### config.mk
export PLATFORM = sky130hd
export DESIGN_NAME = readout_seq_v5
export DESIGN_NICKNAME = d
export VERILOG_FILES = /design/src/rtl/readout_seq_v5.sv
export SDC_FILE = /design/constraint.sdc
export NUM_CORES = 1
export LEC_CHECK = 0
export BUFFER_PORTS_ARGS = -buffer_cell sky130_fd_sc_hd__buf_2
export CAP_MARGIN = 10
export CORE_AREA = 2 2 126 128
export CTS_CLUSTER_DIAMETER = 30
export CTS_CLUSTER_SIZE = 10
export DETAILED_ROUTE_END_ITERATION = 12
export DIE_AREA = 0 0 128 130
export GPL_TIMING_DRIVEN = 0
export HOLD_SLACK_MARGIN = 0.02
export PLACE_DENSITY = 0.81
export SLEW_MARGIN = 20
export SYNTH_ARGS = -nofsm -noshare
export SYNTH_HDL_FRONTEND = slang
export SYNTH_SLANG_ARGS = --single-unit
### constraint.sdc
create_clock -name CLK -period 6.3 [get_ports CLK]
set_input_delay 1.26 -clock CLK [delete_from_list [all_inputs] [get_ports CLK]]
set_output_delay 1.26 -clock CLK [all_outputs]
set_load 0.01 [all_outputs]
### src/rtl/readout_seq_v5.sv
// Row readout sequencer: walks a programmable row window and, per row, drives the
// pixel/column strobes and scans the column-mux groups in CDS or signal-only mode.
module readout_seq_v5 #(
    parameter int AW  = 8,
    parameter int TW  = 12,
    parameter int GW  = 8,
    parameter int LAT = 8
) (
    input  logic          CLK,
    input  logic          rst,
    input  logic          trigger,
    input  logic          abort,
    input  logic          MODE,
    input  logic [AW-1:0] ROW_START,
    input  logic [AW-1:0] ROW_STEP,
    input  logic [AW-1:0] NUM_ROW,
    input  logic [GW-1:0] NUM_GRP,
    input  logic [TW-1:0] T_ADDR,
    input  logic [TW-1:0] T_RES,
    input  logic [TW-1:0] T_SAMP,
    input  logic [TW-1:0] T_XFER,
    input  logic [TW-1:0] T_READ,
    output logic          re_busy,
    output logic          frame_done,
    output logic [AW-1:0] ROWADD,
    output logic          COL_L_EN,
    output logic          COL_PRECH,
    output logic          PIXRES,
    output logic          SAMP_R,
    output logic          SAMP_S,
    output logic          MUX_START,
    output logic          READ_R,
    output logic          READ_S,
    output logic          dat_valid
);

    typedef enum logic [3:0] {
        S_IDLE,
        S_ADDR,
        S_RES,
        S_SAMPR,
        S_XFER,
        S_SAMPS,
        S_READR,
        S_READS,
        S_ROWEND,
        S_DONE
    } state_t;

    state_t        state;
    state_t        nxt;
    state_t        first_read;
    logic [TW-1:0] cnt;
    logic [TW-1:0] cnt_nxt;
    logic [GW-1:0] grp;
    logic [GW-1:0] grp_nxt;
    logic [AW-1:0] row;
    logic [AW-1:0] row_nxt;
    logic [AW-1:0] addr_nxt;
    logic          latch;
    logic          enter;
    logic          mux_nxt;

    logic          mode_q;
    logic [AW-1:0] row_step_q;
    logic [AW-1:0] num_row_q;
    logic [GW-1:0] num_grp_q;
    logic [TW-1:0] t_addr_q;
    logic [TW-1:0] t_res_q;
    logic [TW-1:0] t_samp_q;
    logic [TW-1:0] t_xfer_q;
    logic [TW-1:0] t_read_q;

    logic [LAT-1:0] vld_p;

    // Phase counters count down to zero; a programmed 0 behaves like 1.
    function automatic logic [TW-1:0] dur_m1(input logic [TW-1:0] d);
        return (d == '0) ? '0 : d - TW'(1);
    endfunction

    assign first_read = mode_q ? S_READS : S_READR;

    always_comb begin
        nxt      = state;
        grp_nxt  = grp;
        row_nxt  = row;
        addr_nxt = ROWADD;
        latch    = 1'b0;
        cnt_nxt  = (cnt == '0) ? '0 : cnt - TW'(1);
        if (state != S_IDLE && abort) begin
            nxt = S_IDLE;
        end else begin
            case (state)
                S_IDLE: begin
                    if (trigger && !abort) begin
                        latch    = 1'b1;
                        row_nxt  = '0;
                        addr_nxt = ROW_START;
                        nxt      = (NUM_ROW == '0) ? S_DONE : S_ADDR;
                    end
                end
                S_ADDR:  if (cnt == '0) nxt = S_RES;
                S_RES:   if (cnt == '0) nxt = mode_q ? S_XFER : S_SAMPR;
                S_SAMPR: if (cnt == '0) nxt = S_XFER;
                S_XFER:  if (cnt == '0) nxt = S_SAMPS;
                S_SAMPS: begin
                    if (cnt == '0) begin
                        grp_nxt = '0;
                        nxt     = (num_grp_q == '0) ? S_ROWEND : first_read;
                    end
                end
                S_READR: if (cnt == '0) nxt = S_READS;
                S_READS: begin
                    if (cnt == '0) begin
                        if (({1'b0, grp} + (GW+1)'(1)) >= {1'b0, num_grp_q}) begin
                            nxt = S_ROWEND;
                        end else begin
                            grp_nxt = grp + GW'(1);
                            nxt     = first_read;
                        end
                    end
                end
                S_ROWEND: begin
                    row_nxt  = row + AW'(1);
                    addr_nxt = ROWADD + row_step_q;
                    nxt      = (({1'b0, row} + (AW+1)'(1)) == {1'b0, num_row_q}) ? S_DONE : S_ADDR;
                end
                S_DONE:  if (cnt == '0) nxt = S_IDLE;
                default: nxt = S_IDLE;
            endcase
        end

        // A new phase starts whenever the current one expires, even if the state repeats.
        enter = latch || (state != S_IDLE && !abort && cnt == '0 && nxt != S_IDLE);
        if (enter) begin
            case (nxt)
                S_ADDR:  cnt_nxt = dur_m1(latch ? T_ADDR : t_addr_q);
                S_RES:   cnt_nxt = dur_m1(t_res_q);
                S_SAMPR: cnt_nxt = dur_m1(t_samp_q);
                S_XFER:  cnt_nxt = dur_m1(t_xfer_q);
                S_SAMPS: cnt_nxt = dur_m1(t_samp_q);
                S_READR: cnt_nxt = dur_m1(t_read_q);
                S_READS: cnt_nxt = dur_m1(t_read_q);
                // An empty frame holds DONE for two cycles so it still reports two busy cycles.
                S_DONE:  cnt_nxt = latch ? TW'(1) : '0;
                default: cnt_nxt = '0;
            endcase
        end
        mux_nxt = enter && (nxt == S_READR || (nxt == S_READS && mode_q));
    end

    // Strobes are registered from the next state so they line up with the state register.
    always_ff @(posedge CLK) begin
        if (rst) begin
            state      <= S_IDLE;
            cnt        <= '0;
            grp        <= '0;
            row        <= '0;
            ROWADD     <= '0;
            re_busy    <= 1'b0;
            frame_done <= 1'b0;
            COL_L_EN   <= 1'b0;
            COL_PRECH  <= 1'b0;
            PIXRES     <= 1'b0;
            SAMP_R     <= 1'b0;
            SAMP_S     <= 1'b0;
            MUX_START  <= 1'b0;
            READ_R     <= 1'b0;
            READ_S     <= 1'b0;
            vld_p      <= '0;
        end else begin
            state      <= nxt;
            cnt        <= cnt_nxt;
            grp        <= grp_nxt;
            row        <= row_nxt;
            ROWADD     <= addr_nxt;
            re_busy    <= (nxt != S_IDLE);
            frame_done <= (nxt == S_DONE) && (cnt_nxt == '0);
            COL_L_EN   <= (nxt != S_IDLE) && (nxt != S_DONE);
            COL_PRECH  <= (nxt == S_ADDR);
            PIXRES     <= (nxt == S_RES);
            SAMP_R     <= (nxt == S_SAMPR);
            SAMP_S     <= (nxt == S_SAMPS);
            MUX_START  <= mux_nxt;
            READ_R     <= (nxt == S_READR);
            READ_S     <= (nxt == S_READS);
            vld_p      <= LAT'({vld_p, READ_R | READ_S});
        end
    end

    // Frame configuration, frozen at trigger acceptance.
    always_ff @(posedge CLK) begin
        if (latch) begin
            mode_q     <= MODE;
            row_step_q <= ROW_STEP;
            num_row_q  <= NUM_ROW;
            num_grp_q  <= NUM_GRP;
            t_addr_q   <= T_ADDR;
            t_res_q    <= T_RES;
            t_samp_q   <= T_SAMP;
            t_xfer_q   <= T_XFER;
            t_read_q   <= T_READ;
        end
    end

    assign dat_valid = vld_p[LAT-1];

endmodule
==> results by group <==
Clock network
  – Max clock buf depth: 2
  – Reg clk slew, reported paths: ~60 ps
  – CTS Hold Buffers Added: 0
  – CTS tree: done
  – Clock root buffer: clkbuf_16
  – Worst-Skew Late Latency: 430 ps
  – Total CTS buffers: 17
  – PostCTS Resize Cnt: 0
  – Post-CTS Setup Bufs: 0
  – Clock sink count: 143
  – CTS H-tree depth: 4

Worst setup path
  – Crit path DAT: 5260 ps
  – Crit. End Element: flop
  – Reg2Reg Depth: 16
  – CP cell instances: clkbuf_1, nor3b_1, nand2_1, inv_2, buf_2, buf_4, mux2i_1, ha_1, a31oi_1, a41o_1, o2111ai_1, a2bb2oi_1, o221ai_1, a2111oi_2, nand3_2, nor4_2
  – R2R Path Start: state[1]$_SDFF_PP0_
  – Worst path max stage delay: 440 ps
  – Setup crit start: abort
  – Worst Setup Start Kind: input port
  – Register-to-register setup slack: 1900 ps
  – Crit path to: frame_done$_SDFF_PP0_
  – Critical path class: input port to flop
  – R2r endpoint: frame_done$_SDFF_PP0_
  – Worst Path Max Fanout: 24
  – Worst path slowest cell: nor3b_1
  – CP required: 6630 ps

Logic synthesis
  – Cell variety after synth: 85
  – Synthesized cell area: 0.00785 mm^2
  – Synth Area per Inst: about 9.6 um^2
  – Yosys reg bits: 143
  – Number of synthesized flops with an enable pin: between 70 and 80
  – Seq/Total Area, Yosys: 0.458
  – Syn nets: 947
  – Synth Flop Type: edfxtp_1
  – Yosys Warn Count: 0
  – FFs w/ async S/R, synth: 0
  – Mapped Cells: 821

Floorplanning
  – Chip height: 130 um
  – Die Width: 128 um
  – Core Region: between 0.015 and 0.02 mm^2
  – Core Rows: 46
  – Io pins: 116
  – Die area: 0.0166 mm^2
  – Starting Density: 0.509

STA
  – Slew HR: 0.440
  – Final hold vios: 0
  – Final period util: 0.783
  – Minimum clock period: 4930 ps
  – Worst hold margin: 437 ps
  – RSZ-0062 raised after global routing: no
  – Clock Skew: between 7 and 8 ps
  – Slew Viols, Final: 0
  – Setup TNS: 0 ps
  – Setup Viol. Count Final: 0
  – Max Freq: 203 MHz
  – Slew @ Worst Pin: about 840 ps

Run status
  – Status: completed

Global routing
  – Gr ovfl total: 0
  – First-pass GRT wire length: 31.4 mm
  – GRT Overall Usage: 0.244
  – Largest net degree at the start of global routing: 60
  – Vias in the first global route: 6442
  – Initial antenna violation count: 0

Finish
  – ANT cells: 0
  – Post-route cell area: around 0.0093 mm^2
  – Most common cell after layout, fill and taps aside: buf_2
  – Share of layout cells above drive strength 1: 0.186
  – Area Growth Syn to Fin: 18.8%
  – Final nets: 1080
  – Highest-count cells in the layout ignoring fill and taps: buf_2, nor2_1, nand2_1, edfxtp_1, dfxtp_1

Placement
  – Final RePlAce weighted congestion: 0.970
  – Port Buffers: between 100 and 150
  – DP Wirelength: around 15 mm
  – Placed Area: 0.00869 mm^2

Drt
  – DRT Pass-1 Iters: 6
  – Avg WL per Cell: 17.1 um
  – Metal-1 WL: 8.44 mm
  – Initial drt markers: 506
  – Vias: 6676
  – ANT nets after route: 0
  – Met2 Routed Length: 9.38 mm
  – Metal3 WL: 1.35 mm
  – Routed WL: 19.8 mm
  – Routed vias/inst: about 5.8
  – Top sig layer: met4
  – DR DRC count: 0

Pwr
  – Worst vdd ir: 0.000282 V
  – Pwr Total: roughly 0.004 W
  – Pleak: 3.69 nW
  – Power Density: between 400 and 500 mW/mm^2

Worst hold path
  – Hold WC Path Type: flop to flop

Job
  – Max Cap Viol: 0
## layout make-up
class	instances	area, um^2
flip-flops and latches	143	3590
plain buffers	30	146
clock inverters	11	159
well taps	192	240
inverters	39	146
fillers	1315	6090
multi-input cells	609	3970
clock buffers	21	483
repair buffers	114	593
## registers in the layout, indices dropped and copies added, names as in the netlist, 4 cells and up
name and flops:
t_read_q 12, num_row_q 8, t_addr_q 12, row_step_q 8, row 8, grp 8, cnt 12, num_grp_q 8
ROWADD 8, t_samp_q 12, t_xfer_q 12, t_res_q 12, vld_p 8, state 4
## per-layer routing
metal | global-route usage | up-vias
li1 | - | 3252
met1 | 0.297 | 3135
met2 | 0.417 | 252
met3 | 0.0586 | 37
met4 | 0.102 | 0
met5 | 0 | -
## synthesized netlist by cell type, types with 8 or more instances
library cell,instances,share of area
nor4_1,18,0.014
clkbuf_1,21,0.010
nor3_1,30,0.019
nand2_1,73,0.035
or3_1,10,0.0080
mux2i_1,10,0.013
ha_1,28,0.045
nand4_1,9,0.0072
xor2_1,22,0.025
edfxtp_1,73,0.28
nor2b_1,19,0.015
nor2_1,94,0.045
dfxtp_1,70,0.18
nand3_1,27,0.017
o22ai_1,8,0.0064
xnor2_1,51,0.057
and2_1,8,0.0064
o21ai_0,28,0.018
a21oi_1,39,0.025
inv_1,38,0.018
## critical path, delay by kind of cell
kind	cells	cell delay, ps
compound gates	6	1290
buf+inv	4	1020
simple gates	4	960
mux	1	380
fa+ha+maj	1	360
## how the worst min path moves through the flow
| stage | start | to | slack (ps) | cells after the start |
|---|---|---|---|---|
| floorplan | vld_p[0]$_SDFF_PP0_ | vld_p[1]$_SDFF_PP0_ | 410 | 1 |
| CTS | vld_p[1]$_SDFF_PP0_ | vld_p[2]$_SDFF_PP0_ | 450 | 1 |
| global placement | vld_p[5]$_SDFF_PP0_ | vld_p[6]$_SDFF_PP0_ | 420 | 1 |
| global route | vld_p[5]$_SDFF_PP0_ | vld_p[6]$_SDFF_PP0_ | 460 | 1 |
| finish | vld_p[6]$_SDFF_PP0_ | vld_p[7]$_SDFF_PP0_ | 440 | 1 |
| detailed placement | vld_p[2]$_SDFF_PP0_ | vld_p[3]$_SDFF_PP0_ | 430 | 1 |
## report_power, final
group | switching, W | total [W] | internal, W | leakage (nW)
combinational | 0.00106 | 0.00173 | 0.000665 | 2.13
clock | 0.000380 | 0.00109 | 0.000705 | 0.312
sequential | 0.000102 | 0.00125 | 0.00115 | 1.25
total | 0.00155 | 0.00406 | 0.00252 | 3.69
## per-stage QoR
step,instances,utilization,setup slack (ps)
floorplan,821,-,72.2
global placement,1126,0.562,-1770
detailed placement,1127,0.563,914
CTS,1159,0.605,1350
global route,1159,0.605,1080
finish,1159,0.605,1370
## kinds of logic (layout without fill, tap and decap cells)
family,Yosys count,count (layout),synth area share
adders and majority gates,29,29,0.0472
xor gates and xnor gates,74,74,0.0835
and+or+nand+nor,333,333,0.214
AOI/OAI and AO/OA,163,163,0.148
buffers and inverters,69,215,0.0368
muxes,10,10,0.0127
DFF,143,143,0.458
Power figures use the tool's default switching activity.
